$ cat src/rtl/wed_writeback_control_pkg.sv
// ---------------------------------------------------------------------------
// wed_writeback_control_pkg
// Shared types and constants for the WED writeback path: the writeback FSM
// state encoding, CAPI opcode/response constants, the WED request layout and
// the WED -> host cacheline serialisation helpers.
// ---------------------------------------------------------------------------
package wed_writeback_control_pkg;

    typedef enum logic [2:0] {
        WB_RESET,
        WB_IDLE,
        WB_REQ,
        WB_WAITING_FOR_RESPONSE,
        WB_DONE,
        WB_ERROR
    } wb_state_t;

    localparam logic [12:0] CMD_WRITE_NA  = 13'h0D00;
    localparam logic [11:0] WB_LINE_BYTES = 12'd128;
    localparam logic [7:0]  RESP_DONE     = 8'h00;
    localparam logic [7:0]  RESP_PAGED    = 8'h0A;

    // Sixteen 64-bit WED fields, field 0 (size_send) first.
    typedef logic [0:15][0:63] wed_fields_t;
    typedef logic [0:1023]     wb_line_t;

    typedef struct packed {
        logic        valid;
        logic [0:63] address;
        wed_fields_t wed;
    } wed_request_t;

    // Reverse the byte order of one double word (host is little-endian).
    function automatic logic [0:63] swap_endianness_double_word(input logic [0:63] d);
        logic [0:63] r;
        for (int b = 0; b < 8; b++) begin
            r[8*b +: 8] = d[56-8*b +: 8];
        end
        return r;
    endfunction

    // Field k lands byte-swapped in line bits [64k : 64k+63]; the exact
    // inverse of the fetch-side mapping.
    function automatic wb_line_t map_WED_to_DataArrays(input wed_fields_t wed);
        wb_line_t line;
        for (int k = 0; k < 16; k++) begin
            line[64*k +: 64] = swap_endianness_double_word(wed[k]);
        end
        return line;
    endfunction

endpackage

$ cat src/rtl/wed_writeback_control.sv
// ---------------------------------------------------------------------------
// wed_writeback_control
// Writes the current WED back to host memory as one 128-byte WRITE_NA,
// serves the PSL buffer reads for that line, retries PAGED responses and
// reports done/error to the AFU control.
//
// Ports:
//   clock, rstn              clock, asynchronous active-low reset
//   enabled_in               job running; low aborts to idle
//   wed_request_in           valid, address, 16 WED fields
//   writeback_start_in       one-cycle writeback request
//   command_credit_in        PSL command credit available
//   command_out_*            CAPI command (valid, opcode, address, size, tag)
//   ha_brvalid/brtag/brad    PSL buffer read request
//   brdata_out_valid/brdata_out  buffer read data, BRLAT cycles after request
//   ha_rvalid/rtag/response  PSL response
//   busy_out, done_out, error_out  status to AFU control
// ---------------------------------------------------------------------------
module wed_writeback_control
    import wed_writeback_control_pkg::*;
#(
    parameter logic [7:0] WB_TAG    = 8'h3F,
    parameter int         MAX_RETRY = 4,
    parameter int         BRLAT     = 1
) (
    input  logic          clock,
    input  logic          rstn,
    input  logic          enabled_in,
    input  wed_request_t  wed_request_in,
    input  logic          writeback_start_in,
    input  logic          command_credit_in,
    output logic          command_out_valid,
    output logic [12:0]   command_out_command,
    output logic [63:0]   command_out_address,
    output logic [11:0]   command_out_size,
    output logic [7:0]    command_out_tag,
    input  logic          ha_brvalid,
    input  logic [7:0]    ha_brtag,
    input  logic [5:0]    ha_brad,
    output logic          brdata_out_valid,
    output logic [0:511]  brdata_out,
    input  logic          ha_rvalid,
    input  logic [7:0]    ha_rtag,
    input  logic [7:0]    ha_response,
    output logic          busy_out,
    output logic          done_out,
    output logic [7:0]    error_out
);

    localparam int             RW    = $clog2(MAX_RETRY + 1);
    localparam logic [RW-1:0]  MAX_R = RW'(MAX_RETRY);

    wb_state_t      state_q;
    logic [RW-1:0]  retry_q;
    logic [0:63]    addr_q;
    wb_line_t       line_q;
    logic           cmd_valid_q;
    logic [12:0]    cmd_command_q;
    logic [11:0]    cmd_size_q;
    logic [7:0]     cmd_tag_q;
    logic           busy_q;
    logic           done_q;
    logic [7:0]     error_q;

    logic           rsp_hit;
    assign rsp_hit = ha_rvalid && (ha_rtag == WB_TAG);

    // Writeback FSM; status outputs are registered alongside the state so
    // they line up with the state they describe.
    always_ff @(posedge clock or negedge rstn) begin
        if (!rstn) begin
            state_q       <= WB_RESET;
            retry_q       <= '0;
            addr_q        <= '0;
            line_q        <= '0;
            cmd_valid_q   <= 1'b0;
            cmd_command_q <= '0;
            cmd_size_q    <= '0;
            cmd_tag_q     <= '0;
            busy_q        <= 1'b0;
            done_q        <= 1'b0;
            error_q       <= '0;
        end else begin
            cmd_valid_q <= 1'b0;
            done_q      <= 1'b0;
            if (state_q != WB_RESET && !enabled_in) begin
                state_q <= WB_IDLE;
                busy_q  <= 1'b0;
                error_q <= '0;
            end else begin
                unique case (state_q)
                    WB_RESET: state_q <= WB_IDLE;
                    WB_IDLE: begin
                        if (writeback_start_in && wed_request_in.valid) begin
                            addr_q  <= wed_request_in.address;
                            line_q  <= map_WED_to_DataArrays(wed_request_in.wed);
                            retry_q <= '0;
                            busy_q  <= 1'b1;
                            state_q <= WB_REQ;
                        end
                    end
                    WB_REQ: begin
                        if (command_credit_in) begin
                            cmd_valid_q   <= 1'b1;
                            cmd_command_q <= CMD_WRITE_NA;
                            cmd_size_q    <= WB_LINE_BYTES;
                            cmd_tag_q     <= WB_TAG;
                            state_q       <= WB_WAITING_FOR_RESPONSE;
                        end
                    end
                    WB_WAITING_FOR_RESPONSE: begin
                        if (rsp_hit) begin
                            if (ha_response == RESP_DONE) begin
                                busy_q  <= 1'b0;
                                done_q  <= 1'b1;
                                state_q <= WB_DONE;
                            end else if (ha_response == RESP_PAGED && retry_q < MAX_R) begin
                                retry_q <= retry_q + RW'(1);
                                state_q <= WB_REQ;
                            end else begin
                                busy_q  <= 1'b0;
                                error_q <= ha_response;
                                state_q <= WB_ERROR;
                            end
                        end
                    end
                    WB_DONE:  state_q <= WB_IDLE;
                    WB_ERROR: state_q <= WB_ERROR;
                    default:  state_q <= WB_IDLE;
                endcase
            end
        end
    end

    // Buffer read path: independent of the FSM so reads are served in any
    // state. Requests are delayed BRLAT-1 cycles, then the half-line is
    // registered onto brdata_out (total latency BRLAT).
    logic rd_req;
    logic rd_valid;
    logic rd_half;
    logic unused_brad;
    assign rd_req      = ha_brvalid && (ha_brtag == WB_TAG);
    assign unused_brad = ^ha_brad[4:0];

    generate
        if (BRLAT <= 1) begin : g_br_direct
            assign rd_valid = rd_req;
            assign rd_half  = ha_brad[5];
        end else begin : g_br_pipe
            logic [BRLAT-2:0] valid_pipe_q;
            logic [BRLAT-2:0] half_pipe_q;
            always_ff @(posedge clock or negedge rstn) begin
                if (!rstn) begin
                    valid_pipe_q <= '0;
                    half_pipe_q  <= '0;
                end else begin
                    valid_pipe_q[0] <= rd_req;
                    half_pipe_q[0]  <= ha_brad[5];
                    for (int i = 1; i < BRLAT - 1; i++) begin
                        valid_pipe_q[i] <= valid_pipe_q[i-1];
                        half_pipe_q[i]  <= half_pipe_q[i-1];
                    end
                end
            end
            assign rd_valid = valid_pipe_q[BRLAT-2];
            assign rd_half  = half_pipe_q[BRLAT-2];
        end
    endgenerate

    logic         br_valid_q;
    logic [0:511] br_data_q;

    always_ff @(posedge clock or negedge rstn) begin
        if (!rstn) begin
            br_valid_q <= 1'b0;
            br_data_q  <= '0;
        end else begin
            br_valid_q <= rd_valid;
            if (rd_valid) begin
                br_data_q <= rd_half ? line_q[512:1023] : line_q[0:511];
            end
        end
    end

    assign command_out_valid   = cmd_valid_q;
    assign command_out_command = cmd_command_q;
    assign command_out_address = addr_q;
    assign command_out_size    = cmd_size_q;
    assign command_out_tag     = cmd_tag_q;
    assign brdata_out_valid    = br_valid_q;
    assign brdata_out          = br_data_q;
    assign busy_out            = busy_q;
    assign done_out            = done_q;
    assign error_out           = error_q;

endmodule

$ cat config.mk
export PLATFORM = sky130hd
export DESIGN_NAME = wed_writeback_control
export DESIGN_NICKNAME = d
export VERILOG_FILES = /design/src/rtl/wed_writeback_control_pkg.sv /design/src/rtl/wed_writeback_control.sv
export SDC_FILE = /design/constraint.sdc
export NUM_CORES = 2
export LEC_CHECK = 0
export CAP_MARGIN = 20
export CELL_PAD_IN_SITES_DETAIL_PLACEMENT = 1
export CELL_PAD_IN_SITES_GLOBAL_PLACEMENT = 1
export CORE_AREA = 3 3 688 690
export CTS_BUF_LIST = sky130_fd_sc_hd__clkbuf_8 sky130_fd_sc_hd__clkbuf_16
export DETAILED_ROUTE_END_ITERATION = 8
export DIE_AREA = 0 0 691 693
export GPL_ROUTABILITY_DRIVEN = 0
export GPL_TIMING_DRIVEN = 0
export PLACE_DENSITY_LB_ADDON = 0.1
export SETUP_SLACK_MARGIN = 0.4
export SLEW_MARGIN = 20
export SYNTH_ARGS = -nofsm -noshare
export SYNTH_HDL_FRONTEND = slang
export SYNTH_SLANG_ARGS = --single-unit
export TNS_END_PERCENT = 50
$ cat constraint.sdc
create_clock -name clock -period 4.99 [get_ports clock]
set_input_delay 0.998 -clock clock [delete_from_list [all_inputs] [get_ports clock]]
set_output_delay 0.998 -clock clock [all_outputs]
set_load 0.01 [all_outputs]
==> results_dict.tcl <==
set metrics [dict create \
    clk_path_buf_depth 4 \
    ys.flop_type "dfrtp_1" \
    stdcell_area_um2 98200 \
    clkTransAtPathRegs_ns 0.06 \
    ys_seq_area_share_pct 62.3 \
    setup_slack_ns 0.719 \
    track_usage_pct 15.7 \
    maxCapViolCount 0 \
    wirelength_um 387000 \
    pin_count 1747 \
    synth_edf_count 0 \
    drt-initial-drc-count 2024 \
    grt_start_max_net_pins 127 \
    required_ns 5.74 \
    grt_pass1_wl_um 510000 \
    async_flop_share_pct 100 \
    clock_latency_ns 0.92 \
    syn_area_per_cell_um2 14.0 \
    drc 0 \
    combPwrFrac_pct 22.3 \
    antenna_found_initial 400 \
    switching_power_uw 14300 \
    fin_skew_ns 0.0543 \
    grt_overflow 0 \
    arrival_ns 5.02 \
    cts-buffers-inserted 226 \
    post_cts_resized 0 \
    ant_nets 0 \
    p_seq_share_pct 43.2 \
    timing.hold.ws_ns 0.483 \
    die_w_um 691 \
    rsz0062_at_grt "false" \
    swShare_pct 29.5 \
    max_slew.worst_pin.slew_ns 1.16 \
    synth_warnings 0 \
    fmax_ghz 0.234 \
    ir_drop_uv 275 \
    cp-start-kind "input port" \
    syn_inst 4661 \
    tritoncts "yes" \
    hold_viol 0 \
    final_cell_count_no_fill 13077 \
    cp_num_buf_inv 5 \
    yosysTopAreaCellShare_pct 62.3 \
    status "finished clean" \
    yosysMostFrequentCell "dfrtp_1" \
    yosys.area.top_type "dfrtp_1" \
    leakage_uw 0.0418 \
    io_buffers 1716 \
    cp_slowest_stage_delay_ns 0.75 \
    num_vias 47716 \
    path_max_fanout 10 \
    drive_above_1_share_pct 21.0 \
    dp_slack_ns -0.550 \
    synth_cell_types 46 \
    vias_per_cell 3.65 \
    dieArea_um2 479000 \
    synthTopCellsByCount "dfrtp_1 (1,619), mux2_2 (788), a21oi_1 (521)" \
    post_drt_wl_per_cell_um 29.6 \
    synth_area_um2 65000 \
    dr.pass1.iters 5 \
    fin_crit_sh_pct 85.6 \
    die_y_um 693 \
    hpwl_um 307000 \
    htreeDepth 4 \
    crit_family "buffers and inverters" \
    ys_seq_elements 1619 \
    clockPowerShare_pct 34.5 \
    crit_path_end_kind "flip-flop" \
    slew_violations 0 \
    critPathMostFrequentCell "buf_2" \
    slew_headroom_pct 22.4 \
    cts_sinks 1619 \
    crit_chain "clkdlybuf4s50_1, nand4b_1, nor4_1, buf_2, buf_2, buf_2, buf_2, a21oi_1" \
    start_util_pct 13.9 \
    tns_ns 0 \
    dp.cells 12612 \
    fin_crit_ns 4.27 \
    synth_area_leaders "dfrtp_1 (62%), mux2_2 (14%), mux2i_1 (7.9%), mux2_1 (5.2%), a21oi_1 (4.0%)" \
    cp_slowest_cell "nor4_1" \
    crit_type "input port to flip-flop" \
    std_cell_rows 251 \
    nNetsFinal 7770 \
    finalSetupViolCount 0 \
    placed_cell_area_um2 90500 \
    internal-power_uw 34200 \
    min_path_type "flip-flop to flip-flop" \
    first_global_vias 51266 \
    area_delta_synth_final_pct 51.0 \
    root_buffer "clkbuf_16" \
    fp.coreArea_um2 467000 \
    p_per_area_nw_per_um2 493 \
]
[metrics by stage]
| step | total power, µW | utilization, % |
|---|---|---|
| finish | 48400 | 21.0 |
| global route | 51500 | 21.0 |
| CTS | 49700 | 21.0 |
| detailed placement | 32300 | 19.4 |
| global placement | 32200 | 19.3 |
| floorplan | 26300 | - |
[sequential cells by signal, indices dropped and copies added (netlist names)]
| name | flops |
|---|---|
| brdata_out | 512 |
| brdata_out_valid | 1 |
| busy_out | 1 |
| command_out_address | 64 |
| command_out_tag | 1 |
| command_out_valid | 1 |
| done_out | 1 |
| error_out | 8 |
| line_q | 1024 |
| retry_q | 3 |
| state_q | 3 |
[power groups by stage]
stage,clock network [µW],registers (µW),logic [µW]
2_1_floorplan,0,20100,6210
3_3_place_gp,0,21400,10700
3_5_place_dp,0,21200,11100
4_1_cts,17600,21000,11100
5_1_grt,18000,21600,11900
6_report,16700,20900,10800
[cells by family (layout without fill, tap and decap cells)]
logic type      after synthesis  after routing  synth area share (%)
buf+inv                     337           2470                  3.24
other cells                   1             86               0.00577
fa+ha+maj                     1              1                0.0192
flops                      1619           1619                  62.3
compound gates              546            546                  4.33
mux                        1600           1600                  26.7
simple gates                557            557                  3.38
[worst reg2reg max path: stages, from the launching register on]
cell	delay [ns]
dfrtp_1	0.35
buf_2	0.18
nor4_2	0.26
buf_4	0.43
buf_2	0.61
buf_4	0.42
mux2_2	0.41
[layout by cell type, fill, tap and decap left out, drive strengths merged, types with 3 or more instances in the layout]
master         count
clkdlybuf4s50   1715
dfrtp           1619
mux2            1088
a21oi            521
nor2             518
mux2i            512
clkbuf           346
buf              302
inv               69
diode             63
clkinv            25
conb              23
nand4             10
bufinv            10
o31ai              8
nand3              6
nand2              4
nor4               4
and3               3
[final timing paths]
check | startpoint | endpoint | slack (ns) | cells past startpoint
max reg2reg | state_q[1] | line_q[66] | 2.23 | 6
min reg2reg | line_q[789] | line_q[789] | 0.48 | 1
max in group asynchronous | rstn | line_q[248] | 1.03 | 7
min | line_q[789] | line_q[789] | 0.48 | 1
max | ha_brtag[7] | brdata_out[186] | 0.72 | 8
min in group asynchronous | rstn | line_q[1011] | 0.66 | 2
[layout make-up]
| class | instances | area [µm²] |
|---|---|---|
| diodes | 63 | 158 |
| plain buffers | 331 | 2080 |
| clock buffers | 301 | 6720 |
| clock inverters | 100 | 831 |
| fillers | 51671 | 369000 |
| inverters | 6 | 22.5 |
| multi-input cells | 2727 | 22500 |
| flip-flops and latches | 1619 | 40500 |
| well taps | 6198 | 7750 |
| repair buffers | 1732 | 17600 |
[routing by layer]
layer | part of all wire, % | GRT usage, % | vias to the layer above
met3 | 7.4 | 5.02 | 953
met1 | 38 | 17.7 | 24479
li1 | - | - | 20366
met5 | 0.22 | 0 | -
met2 | 51 | 28.8 | 1784
met4 | 2.9 | 3.34 | 134
[what timing repair did]
action	CTS	global route
setup buffers	0	0
hold buffers	1	0
endpoints found under the hold margin	59	0
No activity file was read; power rests on OpenSTA's default activity.
